<file path="src/rtl/ddr3_pkg.sv">
// Shared definitions for the DDR3 user-command arbitration logic:
// MIG command encodings, arbiter state encodings and the address width.
package ddr3_pkg;

  localparam int DDR3_ADDR_W = 26;

  localparam logic [2:0] CMD_WRITE = 3'b000;
  localparam logic [2:0] CMD_READ  = 3'b001;

  typedef enum logic [1:0] {
    IDLE  = 2'd0,
    WRITE = 2'd1,
    READ  = 2'd2,
    TURN  = 2'd3
  } arb_state_e;

  // Map a direction flag (1 = read) onto the grant state serving it
  function automatic arb_state_e grant_state(input logic to_read);
    return to_read ? READ : WRITE;
  endfunction

endpackage

</file>
<file path="src/rtl/ddr3_cmd_arbiter.sv">
// Shares the single MIG user command port between the write-side and the
// read-side controllers. Writes win ties, a per-grant quota bounds how long
// one side can starve the other, and an idle gap is inserted whenever the
// bus direction changes.
module ddr3_cmd_arbiter
  import ddr3_pkg::*;
#(
  parameter int MAX_BURST = 64,
  parameter int TURN_GAP  = 2
) (
  input  logic                   clk,
  input  logic                   reset,
  input  logic                   wr_app_en,
  input  logic [DDR3_ADDR_W-1:0] ddr3_wr_addr,
  output logic                   wr_app_rdy,
  input  logic                   rd_app_en,
  input  logic [DDR3_ADDR_W-1:0] ddr3_rd_addr,
  output logic                   rd_app_rdy,
  output logic                   app_en,
  output logic [2:0]             app_cmd,
  output logic [DDR3_ADDR_W-1:0] app_addr,
  input  logic                   app_rdy,
  input  logic                   app_wdf_rdy,
  output logic                   app_wdf_wren,
  output logic                   app_wdf_end,
  output logic [15:0]            grant_switch_cnt
);

  localparam int Q_W = $clog2(MAX_BURST + 1);
  localparam int G_W = (TURN_GAP > 1) ? $clog2(TURN_GAP) : 1;
  localparam logic [Q_W-1:0] QUOTA_MAX = Q_W'(MAX_BURST);
  localparam logic [G_W-1:0] GAP_LOAD  = (TURN_GAP > 0) ? G_W'(TURN_GAP - 1) : '0;

  arb_state_e             state_q, state_d;
  logic                   last_read_q;
  logic                   target_read_q, target_read_d;
  logic [Q_W-1:0]         quota_q, quota_inc;
  logic [G_W-1:0]         gap_q;
  logic [15:0]            switch_q;
  logic [2:0]             hold_cmd_q;
  logic [DDR3_ADDR_W-1:0] hold_addr_q;

  logic write_accept, read_accept, accept;
  logic exhausted, quota_clr;
  logic go, go_read;
  logic enter_grant, enter_read;

  assign write_accept = (state_q == WRITE) && wr_app_en && app_rdy && app_wdf_rdy;
  assign read_accept  = (state_q == READ) && rd_app_en && app_rdy;
  assign accept       = write_accept || read_accept;

  assign quota_inc = accept ? quota_q + Q_W'(1) : quota_q;
  assign exhausted = (quota_inc == QUOTA_MAX);

  assign enter_grant = ((state_d == WRITE) || (state_d == READ)) && (state_d != state_q);
  assign enter_read  = (state_d == READ);

  assign wr_app_rdy       = write_accept;
  assign rd_app_rdy       = read_accept;
  assign app_wdf_end      = app_wdf_wren;
  assign grant_switch_cnt = switch_q;

  // Next-state selection: decide who owns the port next and whether a turnaround gap is needed
  always_comb begin
    state_d       = state_q;
    target_read_d = target_read_q;
    quota_clr     = 1'b0;
    go            = 1'b0;
    go_read       = 1'b0;

    case (state_q)
      IDLE: begin
        if (wr_app_en) begin
          go      = 1'b1;
          go_read = 1'b0;
        end else if (rd_app_en) begin
          go      = 1'b1;
          go_read = 1'b1;
        end
      end
      WRITE: begin
        if ((exhausted || !wr_app_en) && rd_app_en) begin
          go      = 1'b1;
          go_read = 1'b1;
        end else if (!wr_app_en) begin
          state_d = IDLE;
        end else if (exhausted) begin
          quota_clr = 1'b1;
        end
      end
      READ: begin
        if ((exhausted || !rd_app_en) && wr_app_en) begin
          go      = 1'b1;
          go_read = 1'b0;
        end else if (!rd_app_en) begin
          state_d = IDLE;
        end else if (exhausted) begin
          quota_clr = 1'b1;
        end
      end
      TURN: begin
        if (gap_q == '0) begin
          state_d = grant_state(target_read_q);
        end
      end
      default: state_d = IDLE;
    endcase

    if (go) begin
      if ((go_read != last_read_q) && (TURN_GAP != 0)) begin
        state_d       = TURN;
        target_read_d = go_read;
      end else begin
        state_d = grant_state(go_read);
      end
    end
  end

  // Command port drive: only the granted side reaches the MIG, IDLE/TURN hold the last command and address
  always_comb begin
    app_en       = 1'b0;
    app_cmd      = hold_cmd_q;
    app_addr     = hold_addr_q;
    app_wdf_wren = 1'b0;

    case (state_q)
      WRITE: begin
        app_en       = wr_app_en && app_wdf_rdy;
        app_cmd      = CMD_WRITE;
        app_addr     = ddr3_wr_addr;
        app_wdf_wren = write_accept;
      end
      READ: begin
        app_en   = rd_app_en;
        app_cmd  = CMD_READ;
        app_addr = ddr3_rd_addr;
      end
      default: ;
    endcase
  end

  // State register plus quota, turnaround gap, direction history and switch counter
  always_ff @(posedge clk) begin
    if (reset) begin
      state_q       <= IDLE;
      last_read_q   <= 1'b0;
      target_read_q <= 1'b0;
      quota_q       <= '0;
      gap_q         <= '0;
      switch_q      <= '0;
      hold_cmd_q    <= CMD_READ;
      hold_addr_q   <= '0;
    end else begin
      state_q       <= state_d;
      target_read_q <= target_read_d;

      if (enter_grant || quota_clr) begin
        quota_q <= '0;
      end else begin
        quota_q <= quota_inc;
      end

      if ((state_d == TURN) && (state_q != TURN)) begin
        gap_q <= GAP_LOAD;
      end else if ((state_q == TURN) && (gap_q != '0)) begin
        gap_q <= gap_q - G_W'(1);
      end

      if (enter_grant) begin
        last_read_q <= enter_read;
        if (enter_read != last_read_q) begin
          switch_q <= switch_q + 16'd1;
        end
      end

      if ((state_q == WRITE) || (state_q == READ)) begin
        hold_cmd_q  <= app_cmd;
        hold_addr_q <= app_addr;
      end
    end
  end

endmodule

</file>
<file path="config.mk">
export PLATFORM = sky130hd
export DESIGN_NAME = ddr3_cmd_arbiter
export DESIGN_NICKNAME = d
export VERILOG_FILES = /design/src/rtl/ddr3_pkg.sv /design/src/rtl/ddr3_cmd_arbiter.sv
export SDC_FILE = /design/constraint.sdc
export NUM_CORES = 1
export LEC_CHECK = 0
export ABC_AREA = 1
export BUFFER_PORTS_ARGS = -buffer_cell sky130_fd_sc_hd__buf_2
export CAP_MARGIN = 5
export CORE_ASPECT_RATIO = 0.9
export CORE_MARGIN = 2
export CORE_UTILIZATION = 46
export DETAILED_ROUTE_END_ITERATION = 16
export PLACE_DENSITY = 0.76
export SYNTH_ARGS = -nofsm -noshare
export SYNTH_HDL_FRONTEND = slang
export SYNTH_SLANG_ARGS = --single-unit
</file>
<file path="constraint.sdc">
create_clock -name clk -period 3.9 [get_ports clk]
set_clock_uncertainty 0.1 [all_clocks]
set_input_delay 1.17 -clock clk [delete_from_list [all_inputs] [get_ports clk]]
set_output_delay 1.17 -clock clk [all_outputs]
set_load 0.1 [all_outputs]
</file>
# After elaboration in Yosys (flattened, before gate mapping)
# Index checks and enable logic that the tools add are counted.
[op_classes] n_addsub=3 n_lt_le_gt_ge=0 div_mod_pow=0 n_eq_ne=11 n_reduce_logical=24 n_shift=0 n_mul=0 bitwise_logic=0 n_mux=30
[op_table] operator="$pmux 26 s2" n=1
[op_table] operator="$mux 2" n=9
[op_table] operator="$add 16x1->16 const B" n=1
[op_table] operator="$mux 1" n=13
[op_table] operator="$logic_and 1x1->1" n=11
[op_table] operator="$eq 2x2->1 const B" n=4
[op_table] operator="$add 7x1->7 const B" n=1
[op_table] operator="$eq 7x7->1 const B" n=1
[op_table] operator="$mux 7" n=1
[op_table] operator="$logic_or 1x1->1" n=6
[op_table] operator="$pmux 1 s2" n=3
[op_table] operator="$pmux 2 s3" n=1
[op_table] operator="$pmux 3 s2" n=1
[op_table] operator="$eq 2x1->1 const B" n=2
[op_table] operator="$reduce_and 2->1" n=2
[op_table] operator="$pmux 1 s3" n=1
[op_table] operator="$logic_not 1->1" n=2
[op_table] operator="$logic_not 2->1" n=1
[op_table] operator="$ne 1x1->1" n=2
[op_table] operator="$ne 2x2->1" n=1
[op_table] operator="$ne 2x2->1 const B" n=1
[op_table] operator="$reduce_bool 2->1" n=1
[op_table] operator="$reduce_or 2->1" n=1
[op_table] operator="$sub 1x1->1 const B" n=1
[word_totals] inputBits=58 romBits=0 out_inout_bits=50 ram_bits=0 n_memories=0 elab_cells=76 regBits=57 latchBits=0

# Logic depth before layout (Yosys ltp)
# Gate-level depths: netlist of the first run.
[depth] ltp_word=19 mapped_depth=26 depth_no_buf=26

# Worst setup path after synthesis of the first run
# No wires, ideal clock.
[synth_timing] path_kind="input port to output port" start="input port wr_app_en" end="output port app_en" setup_slack_ns=-0.273 t_arrival_ns=2.903 t_required_ns=2.630 cell_stages=3 path_cell_list="buf_2 nand3_2 a21oi_1"
[synth_via] elab_chain_cells=2
[synth_lines] element="start, declared" line_no="ddr3_cmd_arbiter.sv:13" source="input logic wr_app_en,"
[synth_lines] element="$logic_and 1x1->1" line_no="ddr3_cmd_arbiter.sv:128" source="app_en = wr_app_en && app_wdf_rdy;"
[synth_lines] element="$pmux 1 s2" line_no="ddr3_cmd_arbiter.sv:126" source="case (state_q)"
[synth_lines] element="end, declared" line_no="ddr3_cmd_arbiter.sv:19" source="output logic app_en,"
# No other way between the ends.

# Final worst setup path of the first run
[layout_timing] start="register state_q[0]" end="output port app_cmd[0]"
[layout_via] elab_chain_cells=2 elab_cells_between_ends=3
[layout_lines] element="start, declared" line_no="ddr3_cmd_arbiter.sv:34" source="arb_state_e state_q, state_d;"
[layout_lines] element="start signal, assigned" line_no="ddr3_cmd_arbiter.sv:154" source="state_q <= state_d;"
[layout_lines] element="$eq 2x2->1 or $eq 2x1->1 (tied branches)" line_no="ddr3_cmd_arbiter.sv:126"
[layout_lines] element="$pmux 3 s2 *" line_no="ddr3_cmd_arbiter.sv:126"
[layout_lines] element="end, declared" line_no="ddr3_cmd_arbiter.sv:20" source="output logic [2:0] app_cmd,"
# Mark *: on every way between the ends. The rest lies on a longest branch, timed or not.

==> qor.csv, run 1 <==
stage,metric,value,unit
yosys,leading area contributor after synthesis,dfxtp_1,
yosys,area share of xor/xnor cells in the synthesized design,3.94,%
yosys,mux cell area share after synthesis,0,%
timing,fin worst setup slack,0.208,ns
route,Vias/cell,5.04,
place,DPL Wire Length,6380,µm
clock_tree,hold_buf cts,0,
grt,Total GRT Usage,22.8,%
die,Initial Util,47.4,%
yosys,Commonest cells post-synth,"nand2_1, nand3_1, inv_1, dfxtp_1",
timing,Worst-Margin Slew,0.537,ns
place,RePlAce Congestion,0.876,
flow_run,# Max-Cap Violations,0,
clock_tree,H-Tree Depth,3,
critical_path,Critical Path AT,2.42,ns
layout,Nets,676,
die,die area,7940,µm²
yosys,ys flop type,dfxtp_1,
grt,vias in the first global route,3319,
timing,RSZ-0062 raised after global routing,false,
clock_tree,clk slew on worst S/H paths,0.06,ns
yosys,cell count after synthesis,502,
critical_path,Critical Path Most Common Cell,inv_1,
yosys,Yosys top cell area share,34.2,%
layout,Ant. Diodes,0,
yosys,Synth Cell Area,3330,µm²
critical_path,WP buf/inv,4,
hold_path,Hold WC Path Type,reg2reg,
clock_tree,Clock Tree Buf Depth,2,
yosys,post-synth cell types,31,
die,height of the die,84.8,µm
timing,fin crit share,94.7,%
yosys,"count leader, synth",nand2_1,
route,vias,3552,
power_and_ir_drop,largest vdd supply drop,0.324,mV
yosys,flop and latch count out of synthesis,57,
critical_path,CP Capture Type,primary output,
clock_tree,Skew-Pair Late Insertion Delay,0.33,ns
yosys,Post-synth EDFFs,0,
clock_tree,Root Driver,clkbuf_8,
yosys,Synth Net Count,570,
yosys,asr flop ratio synth,0,%
timing,Tmin final,3.69,ns
grt,grt ovf,0,
grt,largest net degree at the start of global routing,30,
yosys,post-synthesis adder-cell area fraction,3.75,%
route,DRT iter0 DRCs,121,
route,DRT Pass-1 Iters,4,
critical_path,CP required,2.63,ns
timing,Max Clk Rate,0.271,GHz
route,DRC,0,
yosys,simple-gate share of the synthesized area,40.6,%
timing,setup tns final,0,ns
route,DRT Wirelength,8760,µm
power_and_ir_drop,Leakage,0.00229,µW
timing,Slew Limit Fails,0,
yosys,warnings from Yosys,0,
timing,endpoints failing hold,0,
critical_path,worst-path maximum fanout,28,
timing,Rel. slew slack,63.9,%
yosys,largest family of logic cells by synthesized area,simple AND/OR/NAND/NOR gates,
grt,first-pass GRT wire length,14500,µm
critical_path,Crit path max-delay family,buffers and inverters,
status,status,completed,
layout,share of cells above drive strength 1,27.8,%
critical_path,Startpoint Class,register,
yosys,synth top area cells,"dfxtp_1, nand2_1, nand3_1",
critical_path,cells along the critical path,"inv_1, ha_1, inv_2, a21oi_1, inv_1, buf_2",
grt,initial antenna violation count,0,
die,core region area,7040,µm²
place,placed cells,688,
clock_tree,TritonCTS Buffers,9,
layout,"non-filler cells, final",705,
yosys,"Avg Cell Area, Syn",6.64,µm²
place,Port Buffers,107,
power_and_ir_drop,Pwr Density,536,nW/µm²
layout,area grow syn2layout,38.4,%
place,post-place setup slack,-0.0846,ns
yosys,"Seq/Total Area, Yosys",34.2,%
route,Final ANT Viol Nets,0,
timing,Min Hold Slack,0.336,ns
die,Rows,29,
critical_path,CP peak stage delay,0.45,ns
clock_tree,clk sink count,57,
timing,Setup-failing EPs final,0,
critical_path,critical path class,reg2out,
layout,Final Core Density,65.5,%
clock_tree,CTS tree,done,
yosys,post-synthesis compound-gate area fraction,5.63,%
die,Ports,108,
die,die extent in x,93.7,µm
route,WL/cell,12.4,µm
critical_path,Crit-path slowest cell,ha_1,
[worst register-to-register path, stage by stage, from the launching register on]
cell and delay, ns:
dfxtp_1 0.42, inv_1 0.13, ha_1 0.29, nand2_2 0.14
nand2_4 0.10, nand2_4 0.09, nand2_1 0.05, nand2_1 0.08
nand2_1 0.07, nor2_2 0.12, nand2_1 0.08, nand2_1 0.07
nand2_2 0.06, o31ai_1 0.10, inv_1 0.09, ha_1 0.20
inv_1 0.06, nand3_1 0.11, nand2_1 0.12, ha_2 0.24
xor2_4 0.21, buf_12 0.13, nand3_4 0.17, nand2_2 0.12
a21oi_2 0.05
[final cells by class]
| class | instances | area (µm²) |
|---|---|---|
| clock buffers | 10 | 138 |
| clock inverters | 5 | 56.3 |
| fillers | 634 | 2430 |
| inverters | 75 | 282 |
| multi-input cells | 347 | 1840 |
| flip-flops and latches | 57 | 1140 |
| well taps | 93 | 116 |
| repair buffers | 118 | 1040 |
[routing by layer]
layer / global-route usage [%] / share of wire (%)
met2: 37.8 / 48
met4: 8.83 / 0.91
met5: 0 / 0
met3: 5.30 / 6.4
met1: 28.6 / 45
[where the power goes]
part / internal [µW] / total [µW] / switching, µW
Combinational: 378 / 1280 / 903
Clock: 307 / 541 / 234
Sequential: 626 / 649 / 23.1
[flip-flops by register name (all words and copies together), names as in the netlist]
| register | count |
|---|---|
| gap_q | 1 |
| grant_switch_cnt | 16 |
| hold_addr_q | 26 |
| hold_cmd_q | 3 |
| last_read_q | 1 |
| quota_q | 7 |
| state_q | 2 |
| target_read_q | 1 |
[layout by cell type, fill, tap and decap left out, types with 3 or more instances in the layout]
cell type and count:
nand2_1 141, buf_2 80, nand3_1 73, inv_1 72
dfxtp_1 57, buf_12 28, nor2_1 22, nand4_1 22
nand2_2 13, a21oi_1 10, xor2_1 10, clkbuf_8 10
a21oi_2 9, ha_1 9, buf_4 9, nor3_1 8
o21ai_0 5, xnor2_1 4, nand2_4 3, nor2_2 3
nor4_1 3
[cell families after synthesis]
family	count (synthesis)
adder cells (fa/ha/maj)	10
XOR/XNOR	15
AND/OR/NAND/NOR	292
AO/OA/AOI/OAI	29
flip-flops	57
buffers and inverters	99
[final timing paths]
kind | from | to | slack [ns] | cells past startpoint
setup / recovery | state_q[0] | app_cmd[0] | 0.21 | 6
hold / removal | hold_cmd_q[2] | hold_cmd_q[2] | 0.34 | 2
setup reg to reg | state_q[0] | grant_switch_cnt[8] | 0.38 | 24
hold reg to reg | hold_cmd_q[2] | hold_cmd_q[2] | 0.34 | 2
[per-stage QoR]
| stage | power [µW] | area [µm²] |
|---|---|---|
| final | 2470 | 4610 |
| after global routing | 2600 | 4610 |
| after CTS | 2450 | 4560 |
| after detailed placement | 1910 | 4360 |
| after global placement | 1890 | 4360 |
| after floorplan | 1530 | 3350 |
[repair_timing]
action	in CTS	in global routing
resized for setup	0	4
buffers inserted	0	1
setup endpoints to repair	0	6
(Power assumes the default switching activity.)
==> inputs of run 2 (changes only) <==
--- a/config.mk
+++ b/config.mk
@@ -5,14 +5,14 @@
 export SDC_FILE = /design/constraint.sdc
 export NUM_CORES = 1
 export LEC_CHECK = 0
-export ABC_AREA = 1
 export BUFFER_PORTS_ARGS = -buffer_cell sky130_fd_sc_hd__buf_2
 export CAP_MARGIN = 5
 export CORE_ASPECT_RATIO = 0.9
 export CORE_MARGIN = 2
-export CORE_UTILIZATION = 46
+export CORE_UTILIZATION = 45
 export DETAILED_ROUTE_END_ITERATION = 16
 export PLACE_DENSITY = 0.76
+export SLEW_MARGIN = 20
 export SYNTH_ARGS = -nofsm -noshare
 export SYNTH_HDL_FRONTEND = slang
 export SYNTH_SLANG_ARGS = --single-unit
==> run 2 against run 1 <==
Effect of this change:
- the run now ends with setup timing left
- core utilization is 1.1 points higher
- die area is 5.0% lower
- hold slack better by 0.065 ns
- non-clock buffer count is 36 higher
- first-iteration DRC count is 9.9% higher
- via count is 7.8% lower
- area after synthesis is 7.2% lower
- setup slack worse by 0.59 ns
- cell count is 13% lower
- critical path type is now in2reg
- critical endpoint is now grant_switch_cnt[6]
- highest routed layer unchanged
==> qor.csv, run 2 <==
stage,metric,value,unit
status,status,"complete, but fails checks",
status,failing checks,setup timing,
place,post-place setup slack,-0.784,ns
die,Ports,108,
layout,area of the multi-input gates,1990,µm²
die,die extent in x,91.4,µm
clock_tree,Root Driver,clkbuf_8,
timing,fin crit share,110,%
layout,register bank with the most flops,hold_addr_q,
critical_path,worst-path maximum fanout,7,
grt,grt ovf,0,
yosys,flop and latch count out of synthesis,57,
grt,largest net degree at the start of global routing,54,
place,Port Buffers,107,
yosys,Post-synth EDFFs,0,
route,DRT Pass-1 Iters,5,
grt,initial antenna violation count,0,
clock_tree,H-Tree Depth,3,
clock_tree,clk slew on worst S/H paths,0.07,ns
flow_run,# Max-Cap Violations,0,
yosys,warnings from Yosys,0,
yosys,synth top area cells,"dfxtp_1, a21oi_1, a22oi_1",
critical_path,Startpoint Class,input port,
layout,"Design Area, Final",4410,µm²
yosys,post-synth cell types,50,
die,Initial Util,46.7,%
grt,Total GRT Usage,21.9,%
place,DPL Wire Length,5840,µm
yosys,ys flop type,dfxtp_1,
hold_path,worst hold path cell count,2,
layout,"most common cell after layout, fill and taps aside",buf_2,
route,DRT Wirelength,8300,µm
yosys,Yosys top cell area share,36.9,%
layout,area grow syn2layout,42.8,%
route,vias,3274,
clock_tree,Skew-Pair Late Insertion Delay,0.33,ns
layout,register area,1140,µm²
clock_tree,clk sink count,57,
timing,endpoints failing hold,0,
critical_path,critical path class,in2reg,
timing,Max Clk Rate,0.234,GHz
grt,first-pass GRT wire length,13300,µm
critical_path,Critical Path AT,4.38,ns
yosys,cell count after synthesis,381,
timing,setup tns final,-7.47,ns
clock_tree,CTS tree,done,
clock_tree,Clock Tree Buf Depth,2,
layout,share of cells above drive strength 1,43.1,%
yosys,Commonest cells post-synth,"dfxtp_1, a21oi_1, nor2_1, nor2b_1, a22oi_1",
hold_path,Hold WC Path Type,reg2reg,
route,DRC,0,
layout,"non-filler cells, final",612,
layout,max reg flops,26,
place,placed cells,585,
yosys,"Seq/Total Area, Yosys",36.9,%
place,Area after DPL,4030,µm²
route,WL/cell,13.6,µm
layout,most frequent cells in the layout,"buf_2, dfxtp_1, nor2_1",
route,Final ANT Viol Nets,0,
timing,Worst-Margin Slew,0.505,ns
die,height of the die,82.6,µm
die,Rows,28,
yosys,leading area contributor after synthesis,dfxtp_1,
timing,RSZ-0062 raised after global routing,true,
layout,Ant. Diodes,0,
clock_tree,TritonCTS Buffers,9,
yosys,Synth Cell Area,3090,µm²
clock_tree,hold_buf cts,0,
timing,Slew Limit Fails,0,
place,RePlAce Congestion,0.918,
grt,vias in the first global route,3064,
timing,Setup-failing EPs final,24,
yosys,"Avg Cell Area, Syn",8.11,µm²
layout,Nets,586,
critical_path,CP required,4.00,ns
yosys,"count leader, synth",dfxtp_1,
route,Vias/cell,5.35,
route,DRT iter0 DRCs,133,
die,core region area,6620,µm²
critical_path,CP Capture Type,register,
timing,fin worst setup slack,-0.379,ns
yosys,asr flop ratio synth,0,%
layout,fillcell total,534,
timing,Tmin final,4.28,ns
die,die area,7550,µm²
critical_path,R2R cell count,19,
yosys,Synth Net Count,449,
timing,Rel. slew slack,66.4,%
run 2: what timing repair did:
item                                    4_1_cts  5_1_grt
buffers inserted                              9        2
cloned                                        0        1
pin swaps                                     8        8
hold endpoints to repair                      0        0
resized for setup                            11       15
endpoints found under the setup margin       24       24
run 2: cells by family after synthesis:
group / Yosys count / synth area share, %
simple gates: 150 / 26.4
compound gates: 114 / 23.8
fa+ha+maj: 10 / 4.05
buf+inv: 38 / 5.30
flops: 57 / 36.9
mux: 3 / 1.01
xor+xnor: 9 / 2.55
run 2: per-stage QoR:
step                      hold WS [ns]  utilization, %
after floorplan                  0.381               -
after global placement           0.378            60.8
after detailed placement         0.388            60.8
after CTS                        0.399            65.4
after global routing             0.428            66.7
final                            0.401            66.7
run 2: area by class of cell:
cell class / count / share of cell area [%]
Multi-Input combinational cell: 286 / 45.0
Sequential cell: 57 / 25.9
Timing Repair Buffer: 154 / 21.3
Clock buffer: 12 / 3.51
Tap cell: 90 / 2.55
Clock inverter: 3 / 0.907
Inverter: 10 / 0.850
run 2: final timing paths:
kind,slack (ns),start,to
max,-0.38,wr_app_en,grant_switch_cnt[6]
min,0.40,grant_switch_cnt[10],grant_switch_cnt[10]
max reg2reg,-0.11,state_q[1],grant_switch_cnt[6]
min reg2reg,0.40,grant_switch_cnt[10],grant_switch_cnt[10]
run 2: routing by layer:
metal / wire [µm] / track usage [%] / vias to the layer above
met3: 506 / 5.17 / 10
met2: 4060 / 40.1 / 110
met4: 121 / 8.64 / 0
li1: - / - / 1657
met5: 0 / 0 / -
met1: 3610 / 25.1 / 1497
run 2: critical path, cell delays in order:
cell and delay, ns:
buf_8 0.10, a32o_2 0.28, and2_4 0.16, o21a_1 0.11, o211ai_1 0.22, nor2_1 0.08, o21a_1 0.22, inv_1 0.06
ha_2 0.15, a21boi_4 0.17, nor2_2 0.06, ha_1 0.28, or4b_1 0.43, and4b_4 0.24, buf_2 0.17, buf_4 0.14
o31ai_2 0.21, a21oi_1 0.10
Power of run 2 is not shown: default switching activity piles up to over one toggle a cycle in this logic, so the estimate is an artifact.
==> inputs of run 3 (changes only) <==
--- a/config.mk
+++ b/config.mk
@@ -9,9 +9,9 @@
 export CAP_MARGIN = 5
 export CORE_ASPECT_RATIO = 0.9
 export CORE_MARGIN = 2
-export CORE_UTILIZATION = 45
+export CORE_UTILIZATION = 54
 export DETAILED_ROUTE_END_ITERATION = 16
-export PLACE_DENSITY = 0.76
+export PLACE_DENSITY = 0.85
 export SLEW_MARGIN = 20
 export SYNTH_ARGS = -nofsm -noshare
 export SYNTH_HDL_FRONTEND = slang
==> constraint.sdc (replaced) <==
create_clock -name clk -period 5.45 [get_ports clk]
set_clock_uncertainty 0.1 [all_clocks]
set_input_delay 1.635 -clock clk [delete_from_list [all_inputs] [get_ports clk]]
set_output_delay 1.635 -clock clk [all_outputs]
set_load 0.1 [all_outputs]
==> run 3 against run 2 <==
Effect of this change:
- the flow now finishes without violations
- setup slack improved by 0.68 ns
- critical path type unchanged
- die area decreased by 16%
- largest cell class unchanged
- global-route usage increased by 0.51 points
==> qor.csv, run 3 (same netlist as run 2, synthesis figures left out) <==
stage,metric,value,unit
timing,Tmin final,5.14,ns
place,DPL Wire Length,5190,µm
die,Initial Util,55.3,%
layout,"Design Area, Final",3870,µm²
clock_tree,CTS tree,done,
route,DRT Pass-1 Iters,4,
timing,RSZ-0062 raised after global routing,false,
clock_tree,H-Tree Depth,3,
grt,Total GRT Usage,22.4,%
critical_path,critical path class,in2reg,
timing,Slew Limit Fails,0,
layout,area grow syn2layout,25.3,%
grt,met3 GRT Util,8.02,%
timing,fin crit share,94.4,%
grt,first-pass GRT wire length,11600,µm
timing,Rel. slew slack,39.0,%
grt,met2 usage,39.8,%
layout,"most common cell after layout, fill and taps aside",buf_2,
timing,Worst-Margin Slew,0.914,ns
place,Area after DPL,3650,µm²
critical_path,Startpoint Class,input port,
grt,largest net degree at the start of global routing,58,
die,die extent in x,83.8,µm
clock_tree,Clock Tree Buf Depth,2,
grt,vias in the first global route,2645,
timing,endpoints failing hold,0,
route,DRC,0,
clock_tree,hold_buf cts,0,
route,Final ANT Viol Nets,0,
status,status,completed,
critical_path,Critical Path AT,5.30,ns
layout,max reg flops,26,
layout,register bank with the most flops,hold_addr_q,
timing,Setup-failing EPs final,0,
clock_tree,TritonCTS Buffers,9,
grt,GR peak layer,met2,
critical_path,CP required,5.61,ns
hold_path,Hold WC Path Type,reg2reg,
critical_path,CP Capture Type,register,
route,DRT iter0 DRCs,194,
grt,grt ovf,0,
flow_run,# Max-Cap Violations,0,
route,DRT Wirelength,7460,µm
layout,Ant. Diodes,0,
layout,Nets,546,
clock_tree,clk sink count,57,
die,height of the die,75.8,µm
layout,share of cells above drive strength 1,28.8,%
place,RePlAce Congestion,0.787,
grt,met1 Track Usage GR,26.3,%
clock_tree,Skew-Pair Late Insertion Delay,0.34,ns
layout,Final Core Density,69.3,%
route,WL/cell,13.5,µm
clock_tree,Root Driver,clkbuf_8,
layout,area of the multi-input gates,1810,µm²
timing,Max Clk Rate,0.194,GHz
layout,register area,1140,µm²
clock_tree,clk slew on worst S/H paths,0.06,ns
grt,initial antenna violation count,0,
layout,fillcell total,447,
die,die area,6350,µm²
timing,setup tns final,0,ns
place,Port Buffers,107,
critical_path,worst-path maximum fanout,34,
die,Ports,108,
die,core region area,5600,µm²
die,Rows,26,
route,Vias/cell,5.60,
layout,most frequent cells in the layout,"buf_2, dfxtp_1, nor2_1, a21oi_1, nor2b_1",
route,vias,3097,
==> run 3: cell types whose count changed in the layout (fill, tap and decap cells not counted), moves of 2 or more <==
cell,previous run,this run
nor2_2,3,0
a21oi_2,31,0
clkinvlp_4,0,2
a21oi_1,17,48
or4_1,10,14
or4_4,4,0
o31ai_1,12,14
buf_4,40,6
clkbuf_8,11,9
o31ai_2,2,0
buf_6,5,0
ha_2,2,0
ha_1,8,10
nor2_1,45,48
==> run 3: metrics by stage <==
| stage | std cells | worst slack [ns] | hold slack (ns) |
|---|---|---|---|
| 3_5_place_dp | 535 | 0.000862 | 0.381 |
| 4_1_cts | 551 | 0.344 | 0.390 |
| 3_3_place_gp | 535 | 0.145 | 0.365 |
| 2_1_floorplan | 381 | 0.0453 | 0.381 |
| 5_1_grt | 553 | 0.0172 | 0.414 |
| 6_report | 553 | 0.305 | 0.385 |
==> run 3: cell type report <==
type / count / area share, %
sequential: 57 / 29.4
timing repair buffer: 114 / 15.5
clock buffer: 10 / 3.29
clock inverter: 6 / 1.74
tap: 70 / 2.26
multi-input combinational: 286 / 46.8
inverter: 10 / 0.969
==> run 3: routing by layer <==
layer	wire [µm]	share of wire, %
met3	497	6.7
met4	88	1.2
met5	0	0
met1	3110	42
met2	3770	50
==> run 3: worst paths after layout <==
path | cells past startpoint | to | from | slack [ns]
worst max register to register | 19 | grant_switch_cnt[6] | state_q[0] | 0.71
worst min-delay path | 2 | grant_switch_cnt[5] | grant_switch_cnt[5] | 0.38
worst min register to register | 2 | grant_switch_cnt[5] | grant_switch_cnt[5] | 0.38
worst max-delay path | 17 | grant_switch_cnt[6] | wr_app_en | 0.31
==> run 3: repair_timing <==
item	CTS	global route
resized for setup	0	1
setup buffers	0	2
setup endpoints to repair	0	3
==> run 3: worst max-delay path, cell delays in order <==
cell      delay, ns
buf_2          0.15
a32o_1         0.28
and2_4         0.20
o21a_1         0.12
o211ai_1       0.22
nor2_1         0.07
o21a_1         0.20
inv_1          0.06
ha_1           0.14
a21boi_1       0.27
nor2_1         0.11
ha_1           0.35
or4b_1         0.43
and4b_1        0.24
buf_12         0.17
or4_1          0.51
a21oi_1        0.14
Power of run 3 is left out for the same reason.
